--- config.mk ---
export PLATFORM = sky130hd
export DESIGN_NAME = data_mem_master
export DESIGN_NICKNAME = d
export VERILOG_FILES = /design/src/rtl/data_mem_master.sv
export SDC_FILE = /design/constraint.sdc
export NUM_CORES = 1
export LEC_CHECK = 0
export CAP_MARGIN = 5
export CORE_AREA = 2 2 61 105
export DETAILED_ROUTE_END_ITERATION = 7
export DIE_AREA = 0 0 63 107
export HOLD_SLACK_MARGIN = 0.15
export PLACE_DENSITY = 0.81
export SLEW_MARGIN = 20
export SYNTH_ARGS = -nofsm -noshare
export SYNTH_HDL_FRONTEND = slang
export SYNTH_SLANG_ARGS = --single-unit
--- constraint.sdc ---
create_clock -name clk_i -period 2.3 [get_ports clk_i]
set_input_delay 0.345 -clock clk_i [delete_from_list [all_inputs] [get_ports clk_i]]
set_output_delay 0.345 -clock clk_i [all_outputs]
set_load 0.05 [all_outputs]
--- src/rtl/data_mem_master.sv ---
// Initiator for the 16-bit data memory: single-word writes and incrementing burst reads.
// Read data is captured into a one-entry response register with valid/ready backpressure.
module data_mem_master #(
    parameter int unsigned DATA_W = 16,
    parameter int unsigned ADDR_W = 12,
    parameter int unsigned LEN_W  = 4
) (
    input  logic              clk_i,
    input  logic              rst_ni,
    input  logic              req_valid_i,
    output logic              req_ready_o,
    input  logic              req_we_i,
    input  logic [ADDR_W-1:0] req_addr_i,
    input  logic [DATA_W-1:0] req_wdata_i,
    input  logic [LEN_W-1:0]  req_len_i,
    output logic              resp_valid_o,
    input  logic              resp_ready_i,
    output logic [DATA_W-1:0] resp_rdata_o,
    output logic              wr_done_o,
    output logic [ADDR_W-1:0] mem_addr_o,
    output logic [DATA_W-1:0] mem_wdata_o,
    output logic              mem_we_o,
    input  logic [DATA_W-1:0] mem_rdata_i
);

    localparam logic [1:0] StIdle  = 2'd0;
    localparam logic [1:0] StWrite = 2'd1;
    localparam logic [1:0] StRead  = 2'd2;

    logic [1:0]        state_q, state_d;
    logic [LEN_W-1:0]  cnt_q, cnt_d;
    logic [ADDR_W-1:0] mem_addr_q, mem_addr_d;
    logic [DATA_W-1:0] mem_wdata_q, mem_wdata_d;
    logic              mem_we_q, mem_we_d;
    logic              resp_valid_q, resp_valid_d;
    logic [DATA_W-1:0] resp_rdata_q, resp_rdata_d;
    logic              wr_done_q, wr_done_d;
    logic              capture;

    // Response slot is free, or being drained this cycle.
    assign capture = !resp_valid_q || resp_ready_i;

    always_comb begin
        state_d      = state_q;
        cnt_d        = cnt_q;
        mem_addr_d   = mem_addr_q;
        mem_wdata_d  = mem_wdata_q;
        mem_we_d     = mem_we_q;
        resp_valid_d = resp_valid_q;
        resp_rdata_d = resp_rdata_q;
        wr_done_d    = 1'b0;

        case (state_q)
            StIdle: begin
                if (resp_ready_i) resp_valid_d = 1'b0;
                if (req_valid_i) begin
                    mem_addr_d = req_addr_i;
                    if (req_we_i) begin
                        mem_wdata_d = req_wdata_i;
                        mem_we_d    = 1'b1;
                        state_d     = StWrite;
                    end else begin
                        mem_we_d = 1'b0;
                        cnt_d    = req_len_i;
                        state_d  = StRead;
                    end
                end
            end
            StWrite: begin
                if (resp_ready_i) resp_valid_d = 1'b0;
                mem_we_d  = 1'b0;
                wr_done_d = 1'b1;
                state_d   = StIdle;
            end
            StRead: begin
                if (capture) begin
                    resp_rdata_d = mem_rdata_i;
                    resp_valid_d = 1'b1;
                    if (cnt_q == '0) begin
                        state_d = StIdle;
                    end else begin
                        mem_addr_d = mem_addr_q + ADDR_W'(1);
                        cnt_d      = cnt_q - LEN_W'(1);
                    end
                end
            end
            default: begin
                mem_we_d = 1'b0;
                state_d  = StIdle;
            end
        endcase
    end

    always_ff @(posedge clk_i or negedge rst_ni) begin
        if (!rst_ni) begin
            state_q      <= StIdle;
            cnt_q        <= '0;
            mem_addr_q   <= '0;
            mem_wdata_q  <= '0;
            mem_we_q     <= 1'b0;
            resp_valid_q <= 1'b0;
            resp_rdata_q <= '0;
            wr_done_q    <= 1'b0;
        end else begin
            state_q      <= state_d;
            cnt_q        <= cnt_d;
            mem_addr_q   <= mem_addr_d;
            mem_wdata_q  <= mem_wdata_d;
            mem_we_q     <= mem_we_d;
            resp_valid_q <= resp_valid_d;
            resp_rdata_q <= resp_rdata_d;
            wr_done_q    <= wr_done_d;
        end
    end

    assign req_ready_o  = (state_q == StIdle);
    assign resp_valid_o = resp_valid_q;
    assign resp_rdata_o = resp_rdata_q;
    assign wr_done_o    = wr_done_q;
    assign mem_addr_o   = mem_addr_q;
    assign mem_wdata_o  = mem_wdata_q;
    assign mem_we_o     = mem_we_q;

endmodule

# Word-level counts from Yosys, hierarchy flattened
# Index checks and enable logic that the tools add are counted.
[totals]
mem_bits_ro = 0
memories = 0
inputBits = 53
elab_cells = 54
regBits = 53
latchBits = 0
ram_bits = 0
[classes]
div_mod_pow = 0
magnitude_cmp = 0
n_mux = 21
shifts = 0
reduce_logical = 14
mul = 0
n_bitwise = 1
n_eq_ne = 8
add_sub_neg = 2
[op_table]
columns = ["cell", "count"]
rows = [
  ["$mux 12", 3],
  ["$pmux 12 s2", 1],
  ["$mux 4", 4],
  ["$add 12x1->12 const B", 1],
  ["$ne 2x2->1 const B", 5],
  ["$reduce_and 3->1", 3],
  ["$mux 2", 4],
  ["$pmux 4 s2", 1],
  ["$mux 1", 5],
  ["$reduce_and 5->1", 1],
  ["$logic_not 4->1", 1],
  ["$pmux 1 s2", 2],
  ["$pmux 2 s2", 1],
  ["$reduce_and 2->1", 2],
  ["$reduce_and 4->1", 1],
  ["$reduce_bool 2->1", 2],
  ["$sub 4x1->4 const B", 1],
  ["$eq 2x1->1 const B", 1],
  ["$eq 2x2->1 const B", 1],
  ["$logic_not 2->1", 1],
  ["$ne 2x1->1 const B", 1],
  ["$reduce_or 2->1", 1],
  ["$logic_not 1->1", 1],
  ["$logic_or 1x1->1", 1],
  ["$not 1->1", 1],
]

# Logic depth before layout (Yosys ltp)
# Gate-level depths: netlist (run 1).
[depth]
depth_word = 4
depth_mapped = 7

# Worst setup path after synthesis (run 1)
# OpenSTA, ideal clock, no wires.
[synth_path]
path_kind = "reg-to-reg"
start = "register resp_valid_q, in the netlist resp_valid_o"
end = "register resp_rdata_q[0], in the netlist resp_rdata_o[0]"
n_path_buf = 1
period_less_slack_ns = 1.852
path_slack_ns = 0.448
path_stages_with_launch = 5
arrival_ns = 1.727
path_cell_list = "dfrtp_1 > nor2b_1 > nor2_1 > buf_4 > mux2_2"
[synth_between]
elab_chain_cells = 3
[synth_lines]
columns = ["item", "line_no", "text"]
rows = [
  ["from (decl)", "35", "logic resp_valid_q, resp_valid_d;"],
  ["from (signal assigned)", "110", "resp_valid_q <= resp_valid_d;"],
  ["$logic_not 1->1", "41", "assign capture = !resp_valid_q || resp_ready_i;"],
  ["$logic_or 1x1->1", "41", ""],
  ["$reduce_and 2->1 (no source line)", "n/a", ""],
  ["to (signal assigned)", "111", "resp_rdata_q <= resp_rdata_d;"],
  ["to (decl)", "36", "logic [DATA_W-1:0] resp_rdata_q, resp_rdata_d;"],
]
# No other way between the ends.
# A chain may end at the register's enable or synchronous reset.

# Worst setup path after layout (run 1)
[layout_path]
start = "register state_q[1]"
end = "output port req_ready_o"
[layout_between]
elab_chain_cells = 1
[layout_lines]
columns = ["item", "line_no", "text"]
rows = [
  ["from (decl)", "30", "logic [1:0] state_q, state_d;"],
  ["from (signal assigned)", "96", "state_q <= StIdle;"],
  ["from (signal assigned)", "105", "state_q <= state_d;"],
  ["$logic_not 2->1", "116", "assign req_ready_o = (state_q == StIdle);"],
  ["to (decl)", "11", "output logic req_ready_o,"],
]
# No other way between the ends.

==> results of run 1 <==
[flip-flops by register name, indices dropped and copies added (netlist names)]
name	cells
resp_rdata_o	16
mem_we_o	1
resp_valid_o	1
mem_addr_o	12
mem_wdata_o	16
state_q	2
cnt_q	4
wr_done_o	1
[stage by stage]
step,instances,setup WS (ps)
floorplan,203,448
global placement,381,59.6
detailed placement,381,41.5
CTS,390,117
global route,390,136
finish,390,240
[final cells by class]
| type | count | area share, % |
|---|---|---|
| Sequential cell | 53 | 36.4 |
| Timing Repair Buffer | 110 | 29.8 |
| Multi-Input combinational cell | 136 | 27.4 |
| Tap cell | 78 | 2.67 |
| Clock buffer | 6 | 2.26 |
| Clock inverter | 2 | 1.03 |
| Inverter | 5 | 0.514 |
[Yosys cell counts]
cell type / instances
ha_1: 3
a2bb2oi_1: 1
and4_1: 1
buf_4: 1
or3_1: 1
nor2_2: 1
nor3b_1: 2
a211oi_1: 1
a21oi_1: 12
mux2_2: 32
o21ai_0: 15
a21o_1: 1
dfrtp_1: 53
nand2_1: 10
and2_1: 2
o32ai_1: 1
o32a_1: 1
buf_2: 2
or4_1: 1
nand3_1: 4
and3_1: 2
mux2i_1: 2
nor3_1: 5
a41oi_1: 1
nor2_1: 14
buf_6: 2
nand2b_1: 2
a31oi_1: 2
a311oi_1: 2
inv_1: 5
nor2b_1: 3
clkbuf_1: 4
o22ai_1: 4
a22oi_1: 3
o31a_4: 1
o2bb2ai_1: 2
a31o_2: 2
or3b_1: 1
o31ai_2: 1
[repair_timing]
action | in CTS | in global routing
gates resized for setup | 0 | 1
hold buffers | 1 | 0
endpoints found under the hold margin | 24 | 0
endpoints found under the setup margin | 0 | 3
[kinds of logic after synthesis]
family	count (synthesis)	share of synthesized area, %
fa+ha+maj	3	1.57
mux	34	15.9
simple gates	49	10.2
compound gates	50	13.8
flops	53	55.5
buf+inv	14	3.09
[worst paths after layout]
| path | to | slack, ps | cells past startpoint |
|---|---|---|---|
| worst max-delay path | req_ready_o | 240 | 2 |
| worst min-delay path | resp_rdata_o[4]$_DFFE_PN0P_ | 510 | 1 |
| worst max register to register | mem_addr_o[11]$_DFFE_PN0P_ | 350 | 5 |
| worst min register to register | resp_rdata_o[4]$_DFFE_PN0P_ | 510 | 1 |
| max in group asynchronous | resp_rdata_o[4]$_DFFE_PN0P_ | 1050 | 3 |
| min in group asynchronous | mem_wdata_o[5]$_DFFE_PN0P_ | 580 | 2 |
[metal layers]
metal  vias up  routed length (um)  global-route usage, %
met2        57                3410                   34.9
li1        948                   -                      -
met3        15                 251                   3.78
met1      1021                2270                   20.9
met4         0                 187                   9.21
met5         -                   0                      0
[report_power, final]
part           leakage (nW)  switching (W)  total (W)  internal, W
registers             0.624       0.000332    0.00173      0.00140
logic                 0.811        0.00243    0.00388      0.00146
clock network        0.0574       0.000306   0.000660     0.000354
[critical path, delay by kind of cell, from the launching register on]
kind          cells  cell delay, ps
flops             1             460
buf+inv           1             830
simple gates      1             110
==> impl_metrics.json, run 1 <==
{
  "maximum_number_of_pins_on_one_net_before_global_route_repair": 27,
  "slew_violations": 0,
  "endpoint_kind": "primary output",
  "area_of_the_multi_input_gates_um2": 1000,
  "tritoncts": "built",
  "worstPathCellList": "nor2_1 > clkdlybuf4s50_1",
  "seqCellArea_mm2": 0.00133,
  "finalSetupTns_ps": 0,
  "total_leakage_power_nw": 1.49,
  "crit_fanout": 7,
  "antenna_violating_nets_post_route": 0,
  "hold_path_startpoint": "resp_rdata_o[4]$_DFFE_PN0P_",
  "layout_common_cells": "clkdlybuf4s50_1 (99), dfrtp_1 (53), mux2_2 (32)",
  "syn_area_mm2": 0.00239,
  "area_growth_pct": 52.6,
  "drt-initial-drc-count": 67,
  "synthesis.nets": 259,
  "path_clk_slew_ps": 90,
  "finalSetupViolCount": 0,
  "dieWidth_um": 63,
  "n_antenna_cell": 0,
  "drt_pass1_iterations": 4,
  "finalPower_w": 0.00627,
  "totalWireLength_um": 6120,
  "netlist.area_leader.share_pct": 55.5,
  "startpoint_kind_of_the_worst_setup_timing_path": "flip-flop",
  "grt_pass1_wl_um": 10000,
  "final_period_minus_worst_setup_slack_ps": 2060,
  "placedInstanceArea_mm2": 0.00351,
  "timing.hold.ws_ps": 512,
  "cts_buffer_depth": 2,
  "n_fill_cell": 512,
  "floorplan.rows": 37,
  "ys_warn_count": 0,
  "fin_crit_sh_pct": 89.6,
  "via_per_inst": 5.23,
  "detail_route.drc_violations": 0,
  "timing_worst_slew_pin_value_ps": 668,
  "drive_above_1_share_pct": 17.6,
  "initial_core_util_pct": 40.7,
  "finish.net_count": 367,
  "critical_path_required_time_ps": 1960,
  "rsz0062_at_grt": "false",
  "finalInstanceArea_mm2": 0.00365,
  "die_height_um": 107,
  "grt_overflow": 0,
  "cts_made_buffers": 5,
  "areal_power_density_over_the_cells_mw_per_mm2": 1720,
  "cap_violations": 0,
  "cts-root-buf": "clkbuf_8",
  "final_hold_viols": 0,
  "core_region_area_mm2": 0.00588,
  "die_area_mm2": 0.00674,
  "crit_path_start": "state_q[1]$_DFFE_PN0P_",
  "r2r_start": "state_q[0]$_DFFE_PN0P_",
  "grt_usage_pct": 19.2,
  "post-dp-hpwl_um": 4600,
  "antenna_found_initial": 0,
  "syn_inst": 203,
  "leading_cell_type_in_the_layout_fill_and_taps_excluded": "clkdlybuf4s50_1",
  "max_stage_delay_ps": 830,
  "yosysSeqAreaShare_pct": 55.5,
  "cell_type_of_the_slowest_stage_on_the_worst_timing_path": "clkdlybuf4s50_1",
  "cp.arrival_ps": 1710,
  "outcome": "completed",
  "worst_clock_skew_ps": 2.77,
  "cts_setup_buffers": 0,
  "finalCoreUtilization_pct": 62.1,
  "post_synth_num_cell_types": 39,
  "placement.io_buffers": 100,
  "max_slew_margin_pct": 55.4,
  "insertion_delay_ps": 310,
  "timing.fmax_ghz": 0.485,
  "synth_top_cell_by_area": "dfrtp_1",
  "grt_pass1_vias": 2085,
  "timing_worst_setup_path_type": "flip-flop to primary output",
  "vdd_ir_drop_max_v": 0.000802,
  "timing.hold.worst.class": "flip-flop to flip-flop",
  "via_count": 2041,
  "avg_synthesized_cell_area_um2": 11.8,
  "synth_seq_cells": 53,
  "cts_num_sinks": 53,
  "htreeDepth": 2,
  "gp_congestion": 0.862,
  "netlist_top_cells_area": "dfrtp_1 (55%), mux2_2 (15%), o21ai_0 (3.1%)",
  "number_of_i_o_pins": 101,
  "routedWlPerCell_um": 15.7
}
(Power assumes the default switching activity.)
==> inputs of run 2 (changes only) <==
--- a/config.mk
+++ b/config.mk
@@ -10,6 +10,7 @@
 export DETAILED_ROUTE_END_ITERATION = 7
 export DIE_AREA = 0 0 63 107
 export HOLD_SLACK_MARGIN = 0.15
+export MAX_ROUTING_LAYER = met4
 export PLACE_DENSITY = 0.81
 export SLEW_MARGIN = 20
 export SYNTH_ARGS = -nofsm -noshare
==> constraint.sdc (replaced) <==
create_clock -name clk_i -period 2.3 [get_ports clk_i]
set_input_delay 0.23 -clock clk_i [delete_from_list [all_inputs] [get_ports clk_i]]
set_output_delay 0.23 -clock clk_i [all_outputs]
set_load 0.05 [all_outputs]
==> run 2 against run 1 <==
Sequential power hardly changed. Critical endpoint is now mem_addr_o[2]$_DFFE_PN0P_. Cell count is 0.26% lower. Worst hold slack worse by 22 ps. Register-to-register slack worse by 130 ps. Clock power hardly changed. Die area stayed put. Worst setup slack worse by 23 ps. Highest routed layer unchanged. Routed wire length is 0.83% lower. Largest cell class unchanged. Core utilization is 0.28 points lower.
==> impl_metrics.json, run 2 (synthesis results as in run 1) <==
{
  "outcome": "completed",
  "finalInstanceArea_mm2": 0.00363,
  "fin_crit_sh_pct": 90.5,
  "grt_pass1_wl_um": 9920,
  "cts_made_buffers": 5,
  "drive_above_1_share_pct": 17.4,
  "initial_core_util_pct": 40.7,
  "n_fill_cell": 497,
  "maximum_number_of_pins_on_one_net_before_global_route_repair": 54,
  "finalSetupTns_ps": 0,
  "n_antenna_cell": 0,
  "vdd_ir_drop_max_v": 0.000834,
  "totalWireLength_um": 6070,
  "timing.fmax_ghz": 0.480,
  "crit_fanout": 16,
  "r2r_start": "cnt_q[0]$_DFFE_PN0P_",
  "cp.arrival_ps": 2310,
  "via_per_inst": 5.21,
  "worst_clock_skew_ps": 3.89,
  "endpoint_kind": "flip-flop",
  "path_clk_slew_ps": 100,
  "startpoint_kind_of_the_worst_setup_timing_path": "flip-flop",
  "die_height_um": 107,
  "worstPathCellList": "inv_1 > ha_1 > nor3b_1 > o31ai_2 > o21ai_0 > a22oi_1",
  "max_stage_delay_ps": 790,
  "grt_overflow": 0,
  "area_growth_pct": 51.9,
  "final_period_minus_worst_setup_slack_ps": 2080,
  "min_to": "mem_addr_o[6]$_DFFE_PN0P_",
  "number_of_i_o_pins": 101,
  "cts_buffer_depth": 2,
  "regToRegEndpoint": "mem_addr_o[2]$_DFFE_PN0P_",
  "max_slew_margin_pct": 33.9,
  "final_critical_path_setup_slack_ps": 218,
  "final_hold_viols": 0,
  "detail_route.drc_violations": 0,
  "cts_resized": 0,
  "routedWlPerCell_um": 15.6,
  "finalSetupViolCount": 0,
  "dp_worst_setup_slack_ps": 159,
  "timing_worst_setup_path_type": "flip-flop to flip-flop",
  "post-dp-hpwl_um": 4570,
  "core_region_area_mm2": 0.00588,
  "slew_violations": 0,
  "cap_violations": 0,
  "timing_worst_slew_pin_value_ps": 986,
  "gp_congestion": 0.908,
  "via_count": 2026,
  "whs_path_depth": 3,
  "placement.io_buffers": 100,
  "worst-r2r-cell-count": 6,
  "antenna_found_initial": 0,
  "placedInstanceArea_mm2": 0.00350,
  "reg2reg_slack_ps": 220,
  "timing.hold.worst.class": "primary input to flip-flop",
  "htreeDepth": 2,
  "dieWidth_um": 63,
  "layout_common_cells": "clkdlybuf4s50_1 (99), dfrtp_1 (53), mux2_2 (32)",
  "drt_pass1_iterations": 4,
  "critical_path_required_time_ps": 2530,
  "finish.net_count": 366,
  "cell_type_of_the_slowest_stage_on_the_worst_timing_path": "o31ai_2",
  "grt_usage_pct": 19.2,
  "areal_power_density_over_the_cells_mw_per_mm2": 1720,
  "leading_cell_type_in_the_layout_fill_and_taps_excluded": "clkdlybuf4s50_1",
  "hold_path_startpoint": "req_addr_i[6]",
  "cts_num_sinks": 53,
  "finalPower_w": 0.00626,
  "rsz0062_at_grt": "false",
  "die_area_mm2": 0.00674,
  "cts-root-buf": "clkbuf_8",
  "floorplan.rows": 37,
  "drt-initial-drc-count": 65,
  "grt_pass1_vias": 2072,
  "tritoncts": "built",
  "total_leakage_power_nw": 1.49,
  "antenna_violating_nets_post_route": 0,
  "insertion_delay_ps": 300,
  "cts_setup_buffers": 0
}
run 2: final cells by class:
cell class / count / area, um2 / share of cell area, %
well taps: 78 / 97.6 / 2.69
multi-input cells: 136 / 991 / 27.3
repair buffers: 109 / 1080 / 29.7
clock inverters: 2 / 37.5 / 1.03
flip-flops and latches: 53 / 1330 / 36.5
inverters: 5 / 18.8 / 0.517
clock buffers: 6 / 82.6 / 2.27
run 2: power by group:
part | leakage [nW] | switching [W] | internal, W | total (W)
logic | 0.805 | 0.00241 | 0.00145 | 0.00386
registers | 0.624 | 0.000333 | 0.00140 | 0.00173
clock network | 0.0574 | 0.000309 | 0.000354 | 0.000663
total | 1.49 | 0.00305 | 0.00320 | 0.00626
run 2: worst max path at each step:
stage,from,endpoint,slack [ps],cells after the start
after global placement,resp_ready_i,mem_addr_o[7]$_DFFE_PN0P_,180,5
after CTS,cnt_q[0]$_DFFE_PN0P_,mem_addr_o[2]$_DFFE_PN0P_,180,6
final,cnt_q[0]$_DFFE_PN0P_,mem_addr_o[2]$_DFFE_PN0P_,220,6
after global routing,cnt_q[0]$_DFFE_PN0P_,mem_addr_o[2]$_DFFE_PN0P_,30,6
after floorplan,resp_valid_o$_DFFE_PN0P_,resp_rdata_o[0]$_DFFE_PN0P_,450,4
after detailed placement,resp_ready_i,mem_addr_o[7]$_DFFE_PN0P_,160,5
run 2: per-layer routing:
metal	vias up	GRT usage, %	wire, um
met4	0	7.30	136
met5	-	-	0
met2	58	35.6	3480
li1	950	-	-
met1	1007	20.6	2270
met3	11	2.41	189
run 2: what timing repair did:
action | 4_1_cts | 5_1_grt
endpoints found under the hold margin | 53 | 0
setup endpoints to repair | 0 | 0
hold buffers | 1 | 0
run 2: metrics by stage:
| step | std cells | util [%] | hold slack (ps) |
|---|---|---|---|
| global route | 389 | 61.8 | 514 |
| detailed placement | 380 | 59.6 | 398 |
| global placement | 380 | 59.6 | 392 |
| floorplan | 203 | - | -65.6 |
| CTS | 389 | 61.8 | 488 |
| finish | 389 | 61.8 | 490 |
run 2: critical path: cells and delay by family, from the launching register on:
kind / cells / cell delay, ps
AOI/OAI and AO/OA: 3 / 1200
adders and majority gates: 1 / 190
buffers and inverters: 1 / 80
DFF: 1 / 380
and+or+nand+nor: 1 / 150
